$ cat src/rtl/pps_gen_pkg.sv
// Shared types and constants for the PPS generator: FSM encoding, counter width,
// period/width floors and the clamp helpers used at every second boundary.
package pps_gen_pkg;

    typedef enum logic [1:0] {
        IDLE = 2'd0,
        ARM  = 2'd1,
        RUN  = 2'd2
    } state_t;

    localparam int CNT_W   = 28;
    localparam int P_MIN   = 2;
    localparam int W_MIN   = 1;
    localparam int LEN_MAX = 1 << CNT_W;

    typedef logic [CNT_W-1:0] cnt_t;

    function automatic cnt_t clamp_p(input cnt_t p);
        return (p < cnt_t'(P_MIN)) ? cnt_t'(P_MIN) : p;
    endfunction

    function automatic cnt_t clamp_w(input cnt_t w, input cnt_t p);
        cnt_t pc;
        pc = clamp_p(p);
        if (w < cnt_t'(W_MIN)) return cnt_t'(W_MIN);
        if (w >= pc) return pc - cnt_t'(1);
        return w;
    endfunction

    // Last counter index of a second; the adjusted length saturates so it never wraps the counter.
    function automatic cnt_t sec_last(input cnt_t p, input logic signed [7:0] adj, input logic use_adj);
        int len;
        len = int'(clamp_p(p));
        if (use_adj) len = len + int'(adj);
        if (len < P_MIN) len = P_MIN;
        if (len > LEN_MAX) len = LEN_MAX;
        return cnt_t'(len - 1);
    endfunction

endpackage

$ cat src/rtl/pps_sync_edge.sv
// Three-flop synchronizer for the external PPS with a registered rising-edge strobe.
module pps_sync_edge (
    input  logic i_clk,
    input  logic i_res_n,
    input  logic i_d,
    output logic o_rise
);

    logic [2:0] sync;

    always_ff @(posedge i_clk or negedge i_res_n) begin
        if (!i_res_n) begin
            sync   <= 3'b000;
            o_rise <= 1'b0;
        end else begin
            sync   <= {sync[1:0], i_d};
            o_rise <= (sync[2:1] == 2'b01);
        end
    end

endmodule

$ cat src/rtl/pps_gen.sv
// Programmable PPS generator: free-running second counter with shadowed period/width,
// one-shot length adjust and re-alignment to an external PPS edge.
module pps_gen
    import pps_gen_pkg::*;
#(
    parameter int unsigned CLK_HZ     = 100_000_000,
    parameter int unsigned PW_DEFAULT = 10_000_000
) (
    input  logic                    i_clk,
    input  logic                    i_res_n,
    input  logic                    i_en,
    input  logic [CNT_W-1:0]        i_period,
    input  logic [CNT_W-1:0]        i_width,
    input  logic                    i_cfg_stb,
    input  logic                    i_ext_pps,
    input  logic                    i_align_req,
    input  logic                    i_adj_stb,
    input  logic signed [7:0]       i_adj,
    output logic                    o_pps,
    output logic                    o_pps_stb,
    output logic                    o_aligned,
    output logic [31:0]             o_sec_cnt
);

    state_t            state, state_nxt;
    logic              rise, wrap, start;
    cnt_t              cnt, cnt_inc, cur_last, act_w, shd_p, shd_w;
    logic              adj_pend;
    logic signed [7:0] adj_val;

    pps_sync_edge u_sync (
        .i_clk  (i_clk),
        .i_res_n(i_res_n),
        .i_d    (i_ext_pps),
        .o_rise (rise)
    );

    assign cnt_inc = cnt + cnt_t'(1);
    assign wrap    = (state != IDLE) && (cnt == cur_last);
    // An alignment edge behaves as an early wrap, so a coincident wrap yields one pulse.
    assign start   = wrap || ((state == ARM) && rise);

    always_ff @(posedge i_clk or negedge i_res_n) begin
        if (!i_res_n) state <= IDLE;
        else          state <= state_nxt;
    end

    always_comb begin
        state_nxt = state;
        if (!i_en) begin
            state_nxt = IDLE;
        end else begin
            case (state)
                IDLE:    state_nxt = RUN;
                RUN:     if (i_align_req) state_nxt = ARM;
                ARM:     if (rise) state_nxt = RUN;
                default: state_nxt = IDLE;
            endcase
        end
    end

    always_ff @(posedge i_clk or negedge i_res_n) begin
        if (!i_res_n) begin
            cnt       <= '0;
            o_pps     <= 1'b0;
            o_pps_stb <= 1'b0;
            o_aligned <= 1'b0;
            o_sec_cnt <= '0;
            shd_p     <= cnt_t'(CLK_HZ);
            shd_w     <= cnt_t'(PW_DEFAULT);
            cur_last  <= sec_last(cnt_t'(CLK_HZ), 8'sd0, 1'b0);
            act_w     <= clamp_w(cnt_t'(PW_DEFAULT), cnt_t'(CLK_HZ));
            adj_pend  <= 1'b0;
            adj_val   <= '0;
        end else begin
            o_pps_stb <= 1'b0;
            if (i_cfg_stb) begin
                shd_p <= i_period;
                shd_w <= i_width;
            end
            if (i_en && start) adj_pend <= 1'b0;
            if (i_adj_stb) begin
                adj_pend <= 1'b1;
                adj_val  <= i_adj;
            end

            if (!i_en) begin
                cnt       <= '0;
                o_pps     <= 1'b0;
                o_aligned <= 1'b0;
            end else if (state == IDLE) begin
                // The enabling cycle is count 0 of an unpulsed first second.
                cnt      <= cnt_t'(1);
                o_pps    <= 1'b0;
                cur_last <= sec_last(shd_p, 8'sd0, 1'b0);
                act_w    <= clamp_w(shd_w, shd_p);
            end else if (start) begin
                cnt       <= '0;
                o_pps     <= 1'b1;
                o_pps_stb <= 1'b1;
                o_sec_cnt <= o_sec_cnt + 32'd1;
                cur_last  <= sec_last(shd_p, adj_val, adj_pend);
                act_w     <= clamp_w(shd_w, shd_p);
                if ((state == ARM) && rise) o_aligned <= 1'b1;
            end else begin
                cnt <= cnt_inc;
                if (cnt_inc >= act_w) o_pps <= 1'b0;
            end
        end
    end

endmodule

$ cat config.mk
export PLATFORM = sky130hd
export DESIGN_NAME = pps_gen
export DESIGN_NICKNAME = d
export VERILOG_FILES = /design/src/rtl/pps_gen_pkg.sv /design/src/rtl/pps_sync_edge.sv /design/src/rtl/pps_gen.sv
export SDC_FILE = /design/constraint.sdc
export NUM_CORES = 1
export LEC_CHECK = 0
export ABC_AREA = 1
export BUFFER_PORTS_ARGS = -buffer_cell sky130_fd_sc_hd__buf_2
export CORE_MARGIN = 5
export CORE_UTILIZATION = 35
export CTS_BUF_LIST = sky130_fd_sc_hd__clkbuf_4 sky130_fd_sc_hd__clkbuf_8
export DETAILED_ROUTE_END_ITERATION = 8
export GPL_TIMING_DRIVEN = 0
export SLEW_MARGIN = 10
export SYNTH_ARGS = -nofsm -noshare
export SYNTH_HDL_FRONTEND = slang
export SYNTH_SLANG_ARGS = --single-unit
$ cat constraint.sdc
create_clock -name i_clk -period 13.1 [get_ports i_clk]
set_input_delay 2.62 -clock i_clk [delete_from_list [all_inputs] [get_ports i_clk]]
set_output_delay 2.62 -clock i_clk [all_outputs]
set_load 0.01 [all_outputs]
# Word level (Yosys, flattened, before mapping)
# Index checks and enable logic that the tools add are counted.
# totals
reg_bits	190
output_inout_bits	35
word_cells	114
# op_classes
addsub	6
n_lt_le_gt_ge	8
n_eq_ne	10
n_mux	63
bitwise_logic	1
n_reduce_logical	12
# ops
operator	n
$mux W28	22
$mux W32	10
$gt A32 B30 Y1 const B	2
$ge A28 B28 Y1	2
$lt A28 B2 Y1 const B	2
$sub A28 B2 Y28 const B	2
$add A32 B1 Y32 const B	1
$lt A32 B3 Y1 const B	1
$add A29 B8 Y30	1
$add A28 B1 Y28 const B	1
$eq A28 B28 Y1	1
$lt A28 B1 Y1 const B	1
$sub A28 B1 Y28 const B	1
$mux W1	27
$mux W2	3
$pmux W2 S3	1
$reduce_and A3 Y1	2
$reduce_bool A2 Y1	3
$eq A2 B1 Y1 const B	2
$ne A2 B1 Y1 const B	2
$ne A4 B1 Y1 const B	1
$reduce_and A2 Y1	2
$logic_and A1 B1 Y1	3
$ne A3 B2 Y1 const B	1
other kinds (6)	6

# Longest topological paths before layout
# depth
word_depth	20
ltp_mapped	50
depth_no_buf	46

# By module
# From an unflattened synthesis, not the netlist that was laid out.
# unflattened
cells_unflattened	2194
area_unflattened_um2	14775.4
# modules_own_cells
module	instances	cells_per_inst	area_per_inst_um2	seq_area_each_um2
pps_gen	1	2188	14665.3	4713.3
pps_sync_edge	1	6	110.1	100.1

# Worst setup path before layout
# No wires, ideal clock.
# synth_path
kind	register to register
startpoint	reg shd_p[14]
endpoint	reg cur_last[10]
t_arrival_ps	5274
required_ps	12968
slack_ps	7695
stages_incl_launch_ff	43
n_path_buf	3
synth_period_minus_slack_ps	5405
cell_sequence	dfstp_2 inv_1 nand3_1 nor2_1 nand3_1 nand2_2 inv_1 ha_1 inv_1 fa_1 inv_1 nand2_1 nand2_1 nand3_1 nand2_2 nand2_2 nand3_1 nand3_1 [7 not listed] clkinv_1 buf_2 nand3_1 nand2_1 inv_1 nand2_1 nor2_2 nand2_2 nand2_4 buf_12 a21oi_4 ha_1 inv_1 nor2_4 nand3_2 nor2_4 xnor2_1 o21ai_1
# synth_between
elab_chain_cells	20
word_cells_on_any_way	29
# synth_rtl
item	line_no	source
from (decl)	pps_gen.sv:27	cnt_t cnt, cnt_inc, cur_last, act_w, shd_p, shd_w;
from (signal assigned)	pps_gen.sv:69	shd_p <= cnt_t'(CLK_HZ);
from (signal assigned)	pps_gen.sv:78	shd_p <= i_period;
$lt A28 B2 Y1	pps_gen_pkg.sv:19	return (p < cnt_t'(P_MIN)) ? cnt_t'(P_MIN) : p;
$mux W28 *	pps_gen_pkg.sv:19	
$add A29 B8 Y30	pps_gen_pkg.sv:34	if (use_adj) len = len + int'(adj);
$mux W32	pps_gen_pkg.sv:34	
$mux W32	pps_gen.sv:97	end else if (start) begin
$mux W32	pps_gen.sv:91	end else if (state == IDLE) begin
$mux W32	pps_gen.sv:87	if (!i_en) begin
$lt A32 B3 Y1	pps_gen_pkg.sv:35	if (len < P_MIN) len = P_MIN;
[4 not listed]	n/a	
$gt A32 B30 Y1	pps_gen_pkg.sv:36	if (len > LEN_MAX) len = LEN_MAX;
$mux W28	pps_gen_pkg.sv:36	
$mux W28	pps_gen.sv:97	
$mux W28	pps_gen.sv:91	
$mux W28	pps_gen.sv:87	
$sub A28 B2 Y28	pps_gen_pkg.sv:37	return cnt_t'(len - 1);
$mux W28	pps_gen.sv:97	
$mux W28 *	pps_gen.sv:91	
to (signal assigned)	pps_gen.sv:71	cur_last <= sec_last(cnt_t'(CLK_HZ), 8'sd0, 1'b0);
to (signal assigned)	pps_gen.sv:95	cur_last <= sec_last(shd_p, 8'sd0, 1'b0);
to (signal assigned)	pps_gen.sv:102	cur_last <= sec_last(shd_p, adj_val, adj_pend);
to (decl)	pps_gen.sv:27	
# Mark *: on every way between the ends. The rest lies on a longest branch, timed or not. The select of a mux whose other input is x is not followed.
# A chain may end at the register's enable or synchronous reset.

# Worst setup path after layout
# layout_path
startpoint	reg shd_p[17]
endpoint	reg cur_last[14]
# Same word-level chain as after synthesis.

==> reports/qor.txt <==
RSZ-0062 raised after global routing: no
Crit. End Element: flip-flop
CTS buffer count: 17
First-pass GRT wire length: 80.61 mm
Maximum vdd drop: 0.07081 mV
Number of max-cap violations: 0
Global route overflow: 0
Root buf cell: clkbuf_8
Final worst path period need: 7.480 ns
Area growth syn-to-layout: 11.33%
Drt drc: 0
First-pass DRT Iterations: 8
Setup TNS: 0 ns
Clk_lat worst skew: 0.51 ns
Switching Fraction: 44.35%
Placer Congestion: 0.9465
Layout cells sized above 1: 12.75%
Synthesized area: 14,730 um2
Syn_area_per_cell: 6.746 um2
#FFs+latches synth: 190
Multi-input gate area: 8334 um2
Clock buffer depth: 2
Post-synth top area cell: dfrtp_1
Post-CTS Setup Repair Bufs: 0
Clk_skew: 0.03947 ns
Ys flop type: dfrtp_1
DRT iter0 DRCs: 1,187
Inserted Diodes: 0
CTS tree: built
Via-to-Cell Ratio: 5.159
Largest net degree at the start of global routing: 108
Combinational share of power: 39.2%
Syn nets: 2,346
Worst Reg-to-Reg Cells: 44
CP max-delay cell: a2111oi_0
Wire length per cell: 17.98 um
Port Buffers: 104
R2r setup slk: 5.62 ns
Post-layout power: 1.959 mW
Register Area: 4813 um2
Worst Path Arrival: 7.88 ns
NetSw: 868.7 uW
Post_cts resized: 0
Initial antenna violation count: 0
Static leakage: 8.308 nW
Antenna-violating nets left: 0
Vias in the first global route: 14,280
Least-Margin Pin Slew: 0.9077 ns
Slew headroom: 39.08%
Final Hold Viols: 0
Placeable Area: 41,760 um2
Status: finished clean
Die width: 215.2 um
Final count of pins violating max slew: 0
Rows: 75
Tot GR Track Use: 21.89%
Worst Path Required: 13.50 ns
Fill cell count: 4,464
H-tree depth: 4
Post-Place Cells: 2,828
Die Ht: 215.2 um
Int Power: 1.090 mW
Final period util: 57.10%
Netlist cell types: 53
Min-delay worst type: flip-flop to flip-flop
Worst-path clk slew: 0.15 ns
PwrDens: 119.4 nW/um2
Min Hold Slack: 0.3653 ns
Post-synth top cells: 580 x nand2_1, 326 x inv_1, 243 x nor2_1, 149 x nand3_1, 143 x dfrtp_1
Total number of vias: 14,760
Hold Path Stages: 0
Clk sinks: 190
Mapped Cells: 2,184
Maximum fanout along the worst path: 10
Sequential share of the synthesized area: 32.67%
Drt total wl: 51.43 mm
Yosys top cell area share: 24.29%
CP Launch Type: flip-flop
CTS hold repair buffers: 0
Top cell by count, worst path: nand2_1
Most common cell in the netlist: nand2_1
Initial core utilization: 35.28%
Hold EP: u_sync.sync[1]
Synth top area cells: dfrtp_1 24%, nand2_1 15%, dfstp_2 8.4%, inv_1 8.3%, ha_1 7.6%
Delay of the slowest critical-path stage: 0.68 ns
Sequential group share of total power: 39.1%
Reg2reg end: cur_last[14]
Die Footprint: 46,300 um2
Proportion of power drawn by the clock network: 21.8%
Critical path type: flip-flop to flip-flop
HP Start: u_sync.sync[0]
Asr flop ratio synth: 100.0%
HPWL after detailed placement: 42.02 mm
Max Freq: 0.1337 GHz
Setup violators final: 0
Layout net count: 2,470
Post-route insts no fill: 2,860
R2r startpoint: shd_p[17]
Post-synth EDFFs: 0
Io pins: 106
Layout Utilization: 39.28%
Ys Warns: 0
[stage by stage]
| step | cell area, um2 | setup WS (ns) |
|---|---|---|
| 2_1_floorplan | 14730 | 7.695 |
| 3_3_place_gp | 15930 | 5.826 |
| 3_5_place_dp | 15970 | 5.847 |
| 4_1_cts | 16400 | 5.772 |
| 5_1_grt | 16400 | 4.955 |
| 6_report | 16400 | 5.620 |
[worst max-delay path by stage]
stage / start / slack, ns / endpoint / depth (start not counted)
after floorplan: shd_p[14] / 7.69 / cur_last[10] / 42
after global routing: shd_p[14] / 4.95 / cur_last[18] / 44
after detailed placement: shd_p[23] / 5.85 / cur_last[18] / 43
final: shd_p[17] / 5.62 / cur_last[14] / 44
after global placement: shd_p[17] / 5.83 / cur_last[18] / 44
after CTS: shd_p[17] / 5.77 / cur_last[14] / 44
[critical path: cells and delay by family, from the launching register on]
family          cells  cell delay (ns)
compound gates      4             1.32
flops               1             0.47
buf+inv             8             1.22
fa+ha+maj           4             0.85
simple gates       28             3.49
[per-layer routing]
layer / part of all wire [%] / GRT usage [%]
met3: 6.5 / 3.504
met2: 44 / 33.75
met1: 46 / 31.43
met4: 3.5 / 7.190
met5: 0 / 0
[power groups by stage]
| stage | Sequential [mW] | Combinational [mW] | Clock [mW] |
|---|---|---|---|
| after floorplan | 0.744 | 0.533 | 0 |
| after global placement | 0.774 | 0.743 | 0 |
| after detailed placement | 0.775 | 0.755 | 0 |
| after CTS | 0.765 | 0.759 | 0.437 |
| after global routing | 0.773 | 0.867 | 0.460 |
| final | 0.765 | 0.767 | 0.426 |
[layout make-up]
cell class | count | share of cell area (%)
Buffer | 71 | 1.869
Clock buffer | 17 | 1.426
Clock inverter | 15 | 1.236
Inverter | 341 | 7.803
Multi-Input combinational cell | 1582 | 50.81
Sequential cell | 190 | 29.34
Tap cell | 539 | 4.111
Timing Repair Buffer | 105 | 3.402
[flip-flops by register name, indices dropped and copies added, names as in the netlist, 2 cells and up]
register,cells
act_w,28
adj_val,8
cnt,28
cur_last,28
o_sec_cnt,32
shd_p,28
shd_w,28
state,2
u_sync.sync,3
[kinds of logic after synthesis]
family,Yosys count,share of synthesized area [%]
AO/OA/AOI/OAI,250,9.494
AND/OR/NAND/NOR,1160,34.36
multiplexers,7,0.5350
flip-flops,190,32.67
buffers and inverters,412,10.77
adder cells (fa/ha/maj),91,7.779
XOR/XNOR,74,4.399
[cell usage in the layout (no fill, tap or decap), drive strengths merged, types with 44 or more instances in the layout]
cell / instances
ha: 90
clkbuf: 77
a21oi: 72
dfrtp: 143
nand4: 44
xor2: 52
buf: 116
nand2: 614
inv: 345
o21ai: 124
nand3: 153
dfstp: 47
nor2: 274
Note: power is estimated with default switching activity, not from simulation.
